<file path="config.mk">
export PLATFORM = sky130hd
export DESIGN_NAME = bit_serializer4
export DESIGN_NICKNAME = d
export VERILOG_FILES = /design/src/rtl/bit_serializer4.sv
export SDC_FILE = /design/constraint.sdc
export NUM_CORES = 1
export LEC_CHECK = 0
export CAP_MARGIN = 30
export CORE_AREA = 5 5 42 44
export DETAILED_ROUTE_END_ITERATION = 8
export DIE_AREA = 0 0 47 49
export REMOVE_ABC_BUFFERS = 1
export SLEW_MARGIN = 15
export SYNTH_ARGS = -nofsm -noshare
export SYNTH_HDL_FRONTEND = slang
export SYNTH_SLANG_ARGS = --single-unit
</file>
<file path="constraint.sdc">
create_clock -name clk -period 1.3 [get_ports clk]
set_input_delay 0.13 -clock clk [delete_from_list [all_inputs] [get_ports clk]]
set_output_delay 0.13 -clock clk [all_outputs]
set_load 0.02 [all_outputs]
</file>
<file path="src/rtl/bit_serializer4.sv">
// bit_serializer4: accepts a 4-bit word over a valid/ready handshake and
// emits it one bit per beat over a second valid/ready handshake.
// MSB_FIRST selects the bit order (0: bit 0 first, 1: bit 3 first).
// Optional macro BIT_SERIALIZER4_PRELOAD_EN adds a one-word preload buffer
// so consecutive words stream without an idle cycle between them.
module bit_serializer4 #(
    parameter int MSB_FIRST = 0
) (
    input  logic       clk,
    input  logic       reset,
    input  logic       in_valid,
    input  logic [3:0] in_data,
    output logic       in_ready,
    output logic       out_valid,
    input  logic       out_ready,
    output logic [3:0] x_hold,
    output logic [1:0] out_sel,
    output logic       out_bit,
    output logic       out_last
);

    localparam logic [1:0] START_IDX = (MSB_FIRST != 0) ? 2'd3 : 2'd0;
    localparam logic [1:0] LAST_IDX  = (MSB_FIRST != 0) ? 2'd0 : 2'd3;

    typedef enum logic {
        IDLE,
        SHIFT
    } state_t;

    state_t     state, state_n;
    logic [3:0] x_hold_n;
    logic [1:0] sel_n;
    logic [1:0] sel_step;
    logic       transfer;
    logic       beat;
    logic       last_beat;

`ifdef BIT_SERIALIZER4_PRELOAD_EN
    logic [3:0] pre_buf, pre_buf_n;
    logic       pre_full, pre_full_n;
`endif

    // State register with synchronous reset
    always_ff @(posedge clk) begin
        if (reset) begin
            state <= IDLE;
        end else begin
            state <= state_n;
        end
    end

    // Datapath registers: active word, beat select and optional preload buffer
    always_ff @(posedge clk) begin
        if (reset) begin
            x_hold  <= '0;
            out_sel <= START_IDX;
`ifdef BIT_SERIALIZER4_PRELOAD_EN
            pre_buf  <= '0;
            pre_full <= 1'b0;
`endif
        end else begin
            x_hold  <= x_hold_n;
            out_sel <= sel_n;
`ifdef BIT_SERIALIZER4_PRELOAD_EN
            pre_buf  <= pre_buf_n;
            pre_full <= pre_full_n;
`endif
        end
    end

    // Next-state and next-datapath logic
    always_comb begin
        state_n  = state;
        x_hold_n = x_hold;
        sel_n    = out_sel;
`ifdef BIT_SERIALIZER4_PRELOAD_EN
        pre_buf_n  = pre_buf;
        pre_full_n = pre_full;
`endif
        case (state)
            IDLE: begin
                if (transfer) begin
                    x_hold_n = in_data;
                    sel_n    = START_IDX;
                    state_n  = SHIFT;
                end
            end
            SHIFT: begin
`ifdef BIT_SERIALIZER4_PRELOAD_EN
                if (last_beat) begin
                    sel_n = START_IDX;
                    // Buffered word takes priority; in_ready is low while it is full,
                    // so a same-cycle transfer can only happen with the buffer empty.
                    if (pre_full) begin
                        x_hold_n   = pre_buf;
                        pre_full_n = 1'b0;
                    end else if (transfer) begin
                        x_hold_n = in_data;
                    end else begin
                        state_n = IDLE;
                    end
                end else begin
                    if (beat) begin
                        sel_n = sel_step;
                    end
                    if (transfer) begin
                        pre_buf_n  = in_data;
                        pre_full_n = 1'b1;
                    end
                end
`else
                if (last_beat) begin
                    sel_n   = START_IDX;
                    state_n = IDLE;
                end else if (beat) begin
                    sel_n = sel_step;
                end
`endif
            end
            default: begin
                state_n = IDLE;
            end
        endcase
    end

    // Handshake and serial outputs
    always_comb begin
        out_valid = (state == SHIFT);
        out_last  = out_valid && (out_sel == LAST_IDX);
        out_bit   = x_hold[out_sel];
        sel_step  = (MSB_FIRST != 0) ? (out_sel - 2'd1) : (out_sel + 2'd1);
`ifdef BIT_SERIALIZER4_PRELOAD_EN
        in_ready  = !pre_full && !reset;
`else
        in_ready  = (state == IDLE) && !reset;
`endif
        transfer  = in_valid && in_ready;
        beat      = out_valid && out_ready;
        last_beat = beat && out_last;
    end

endmodule

</file>
==> impl_metrics.py <==
metrics = {
    "pwr": {
        "power.leakage_uw": 0.000289,
        "sw_frac_of_total": 0.256,
        "ir_drop_mv": 0.478,
        "p_seq_frac": 0.418,
        "combPwrFrac": 0.235,
        "p_int_uw": 417,
        "netSwitchingPower_uw": 144,
        "powerDensity_nw_per_um2": 927,
        "pwr-share-clk": 0.347,
    },
    "floorplanning": {
        "die_w_um": 47,
        "fp.dieH_um": 49,
        "die_area_um2": 2300,
        "ioPinCount": 18,
        "coreArea_um2": 1400,
        "start_util": 0.243,
        "rows": 14,
    },
    "worst_setup_path": {
        "cp_slowest_cell": "mux4_2",
        "startpoint_type": "flip-flop",
        "cp-end-kind": "output port",
        "worstRegToRegCells": 5,
        "ff2ff_setup_slack_ns": 0.18,
        "critPathMaxStageDelay_ns": 0.50,
        "crit_arrival_ns": 1.22,
        "cp.required_ns": 1.17,
        "path_cells": "mux4_2, buf_6",
        "crit_type": "reg2out",
        "critPathMaxFanout": 2,
    },
    "layout": {
        "fin_util": 0.431,
        "seq_area_um2": 141,
        "mostFrequentLayoutCells": "buf_4 (10), dlygate4sd2_1 (8), clkdlybuf4s50_1 (7)",
        "final_common_cell": "buf_4",
        "syn_to_final_growth_pct": 77.6,
        "n_fill_cell": 150,
        "n_antenna_cell": 0,
        "finalNonFillerCells": 76,
        "multi_input_area_um2": 179,
        "layout-drive-gt1-share": 0.350,
        "nets": 70,
    },
    "logic_synthesis": {
        "netlist_area_um2": 340,
        "avgSynthCellArea_um2": 10.6,
        "yosys.cell_types.count": 15,
        "synth_cells": 32,
        "ys_ff_latch": 7,
        "yosysSeqAreaShare": 0.412,
        "synthTopCellsByArea": "dfxtp_1 (41%), mux2i_1 (15%), buf_6 (6.6%)",
        "yosys.area.top_type": "dfxtp_1",
        "synth_warnings": 0,
        "synth_top_area_frac": 0.412,
    },
    "drt": {
        "viasPerCell": 4.24,
        "wl_per_cell_um": 11.0,
        "drt_iter0_drc": 3,
        "first_pass_iters": 4,
        "postRouteAntennaNets": 0,
        "drt_wl_total_um": 837,
        "drc": 0,
        "vias": 322,
    },
    "global_routing": {
        "grt_max_degree": 8,
        "grt_pass1_vias": 302,
        "groute.usage.overall": 0.0860,
        "grt_pass1_wl_mm": 1.34,
        "antenna_found_initial": 0,
        "grt_overflow": 0,
    },
    "clock_network": {
        "clkTransAtPathRegs_ns": 0.05,
        "cts_tree": "done",
        "post_cts_buffers": 0,
        "ctsLongestPathBuffers": 2,
        "cts_hold_buf": 0,
        "clockRootBuffer": "clkbuf_4",
        "cts.sinks": 7,
        "cts_buffers": 3,
        "clock_latency_ns": 0.25,
        "cts-htree-levels": 1,
    },
    "placed_design": {
        "portBuffers": 17,
        "hpwlAfterDp_um": 636,
        "place_congestion": 0.710,
        "dp_cells": 72,
    },
    "sta": {
        "max-slew-margin-rel": 0.860,
        "setup_viol": 1,
        "fin_hold_ws_ns": 0.501,
        "drv_slew": 0,
        "rsz0062_at_grt": "yes",
        "skew_ns": 0.00483,
        "max_slew.worst_pin.slew_ns": 0.205,
        "fin_crit_sh": 1.04,
        "clock.fmax_mhz": 742,
        "fin_ws_ns": -0.0470,
        "hold_viol_final": 0,
        "fin_crit_ns": 1.35,
    },
    "hold_path": {
        "holdPathStages": 3,
        "hp-class": "in2reg",
    },
    "flow_run": {
        "max-cap-violations": 0,
    },
    "status": {
        "status": "complete, but fails checks",
        "violations": "setup timing",
    },
}
worst paths after layout:
check	from	to
setup / recovery	out_sel[0]	out_bit
hold / removal	in_data[1]	x_hold[1]
hold reg to reg	x_hold[3]	x_hold[3]
setup reg to reg	out_sel[0]	out_sel[1]
per-stage QoR:
step | TNS [ns] | power, µW | setup WS, ns | cell area, µm²
floorplan | 0 | 295 | 0.0707 | 314
global placement | -0.464 | 379 | -0.201 | 579
detailed placement | -0.454 | 379 | -0.203 | 579
CTS | -0.0661 | 569 | -0.0661 | 598
global route | -0.149 | 609 | -0.110 | 604
finish | -0.0470 | 561 | -0.0470 | 604
state kept, by name, indices dropped and copies added (netlist names):
signal / count
x_hold: 4
out_valid: 1
out_sel: 2
layout make-up:
type,instances,share of cell area
Timing Repair Buffer,27,0.393
Multi-Input combinational cell,22,0.296
Sequential cell,7,0.234
Clock buffer,4,0.0435
Tap cell,16,0.0331
synth_stat cells (all sizes together):
cell type  instances
nand2              2
nand3b             1
and2               1
dfxtp              7
ha                 1
a21oi              2
nor2b              1
clkbuf             1
a311oi             1
mux2i              5
nor2               6
nand4b             1
mux4               1
buf                2
kinds of logic after synthesis:
group | after synthesis | synth area share
compound gates | 3 | 0.0662
fa+ha+maj | 1 | 0.0368
buf+inv | 3 | 0.0772
flops | 7 | 0.412
mux | 6 | 0.213
simple gates | 12 | 0.195
what timing repair did:
item	in CTS	in global routing
gates resized for setup	21	2
endpoints found under the setup margin	10	2
hold endpoints to repair	0	0
worst max-delay path: cells and delay by family, from the launching register on:
kind     cells  cell delay (ns)
buf+inv      1             0.15
mux          1             0.50
flops        1             0.33
power by group through the flow:
stage	Combinational, µW	Clock [µW]	Sequential (µW)
4_1_cts	130	204	234
2_1_floorplan	37.4	0	257
5_1_grt	142	232	236
6_report	132	194	234
3_3_place_gp	141	0	238
3_5_place_dp	141	0	238
per-layer routing:
| layer | vias to the layer above | wire (µm) | global-route usage | share of wire |
|---|---|---|---|---|
| li1 | 166 | - | - | - |
| met1 | 139 | 368 | 0.101 | 0.44 |
| met2 | 15 | 370 | 0.111 | 0.44 |
| met3 | 2 | 89 | 0.0775 | 0.11 |
| met4 | 0 | 8 | 0.0276 | 0.0096 |
| met5 | - | 0 | 0 | 0 |
No activity file was read; power rests on OpenSTA's default activity.
==> patch: new RTL, same flow settings <==
Set the parameter `MSB_FIRST` to 1 (it was 0). Comments in the files are not updated.
--- a/src/rtl/bit_serializer4.sv
+++ b/src/rtl/bit_serializer4.sv
@@ -5,5 +5,5 @@
 // so consecutive words stream without an idle cycle between them.
 module bit_serializer4 #(
-    parameter int MSB_FIRST = 0
+    parameter int MSB_FIRST = 1
 ) (
     input  logic       clk,
Formal check against the unedited RTL: not equivalent (a bounded check fails within 4 cycles, from zero or initial values and one cycle with reset high).
==> patch against the unedited design <==
First-iteration DRC count unchanged; final area up 2.7%; hold slack worse by 0.0028 ns; routed wire length down 0.96%; sequential cell count unchanged; power up 0.35%; die area unchanged; critical path depth unchanged; maximum frequency down 1.7%; synthesized cell count up 3.1%; the flow still finishes with violations (negative setup slack); worst setup slack worse by 0.024 ns; synthesized area up 1.8%.
==> patch: results (changes against the unedited design) <==
Worst setup path
  – Worst r2r src: out_valid
  – Maximum fanout along the worst path: 3 (+1)
  – Crit path launch: out_sel[1]
  – Register-to-register setup slack: 0.16 ns (-0.02 ns)
  – Reg-to-reg endpoint: out_sel[1]
  – Arr. time, crit path: 1.24 ns (+0.02 ns)
  – Cells on worst reg2reg path: 4 (-1)

Outcome
  – Failing checks: negative setup slack
  – Run status: finished, violations left

Routing
  – TritonRoute pass-1 iters: 3 (-1)
  – Met3 wire len: 46 um (-48%)
  – WL met2: 395 um (+6.8%)
  – Wire length on met1: 349 um (-5.2%)
  – Post-DR wirelength/cell: 10.49 um (-4.7%)
  – Via count: 335 (+4.0%)

Yosys
  – Yosys warns: 0 (unchanged)
  – Post-Synthesis Cells: 33 (+3.1%)
  – Register area share after synthesis: 0.4043 (-0.007433)
  – Synth cell types: 16 (+1)
  – Commonest cells post-synth: dfxtp_1, nor2_1, mux2i_1
  – Synth area leaders: dfxtp_1, mux2i_1, mux4_2, nor2_1, o21ai_2

STA
  – Least-Margin Pin Slew: 0.2045 ns (-0.0001662 ns)
  – Worst Skew: 0.0002797 ns (-0.004548 ns)
  – Final setup vio count: 1 (unchanged)
  – Setup TNS: -0.07088 ns (-0.02388 ns)
  – Setup ws final: -0.07088 ns (-0.02388 ns)

Global routing
  – Routing usage on met3: 0.02214 (-0.05535)
  – Gr usage total: 0.09033 (+0.004356)
  – First-pass GRT wire length: 1414 um (+5.7%)
  – Met1 Track Usage GR: 0.09735 (-0.003976)
  – Vias in the first global route: 326 (+7.9%)
  – Initial antenna violation count: 0 (unchanged)
  – Met2 GRT Util: 0.1290 (+0.01810)

Place
  – Post-DP HPWL: 688.4 um (+8.2%)
  – Instance area after placement: 600.6 um2 (+3.7%)
  – Gpl congestion: 0.7041 (-0.76%)
  – Dpl ws: -0.2389 ns (-0.03611 ns)
  – DP Cell Count: 75 (+4.2%)

Cells and area
  – Share of cells above drive strength 1: 0.3810 (+0.03095)
  – Final Util: 0.4429 (+0.01161)
  – Fin nets: 73 (+4.3%)
  – Antenna Cells: 0 (unchanged)
  – FILL cells: 156 (+4.0%)

Power
  – Leak Pwr: 0.3040 nW (+5.3%)
  – Max rail drop VDD: 0.4670 mV (-2.4%)
  – Switch Pwr: 0.1399 mW (-2.6%)
[patch: layout make-up]
| type | count | area share |
|---|---|---|
| inverters | 2 | 0.01210 |
| well taps | 16 | 0.03226 |
| multi-input cells | 22 | 0.2944 |
| flip-flops and latches | 7 | 0.2298 |
| repair buffers | 28 | 0.3891 |
| clock buffers | 4 | 0.04234 |
[patch: how the worst min path moves through the flow]
stage | from | to | slack (ns) | cells past startpoint
after CTS | in_data[1] | x_hold[1] | 0.49 | 3
after global placement | x_hold[0] | x_hold[0] | 0.57 | 3
final | in_data[1] | x_hold[1] | 0.50 | 3
after global routing | in_data[3] | x_hold[3] | 0.53 | 3
after detailed placement | x_hold[3] | x_hold[3] | 0.58 | 3
after floorplan | reset | x_hold[0] | 0.20 | 1
[patch: worst max-delay path, stage by stage (launching register included)]
cell and delay (ns):
dfxtp_2 0.34, mux4_2 0.51, buf_6 0.15
[patch: power groups by stage]
| stage | logic [mW] | clock network [mW] | registers [mW] |
|---|---|---|---|
| floorplan | 0.0425 | 0 | 0.257 |
| global placement | 0.147 | 0 | 0.239 |
| detailed placement | 0.148 | 0 | 0.239 |
| CTS | 0.137 | 0.202 | 0.235 |
| global route | 0.150 | 0.210 | 0.236 |
| finish | 0.138 | 0.189 | 0.235 |
[patch: what timing repair did]
item	CTS	global route
endpoints found under the setup margin	10	2
endpoints found under the hold margin	0	0
resized for setup	18	4
[patch: cells by family (layout without fill, tap and decap cells)]
| family | after synthesis | after routing | synth area share |
|---|---|---|---|
| AO/OA/AOI/OAI | 3 | 3 | 0.07583 |
| adder cells (fa/ha/maj) | 1 | 1 | 0.03610 |
| buffers and inverters | 4 | 34 | 0.07583 |
| flip-flops | 7 | 7 | 0.4043 |
| multiplexers | 6 | 6 | 0.2238 |
| AND/OR/NAND/NOR | 12 | 12 | 0.1841 |
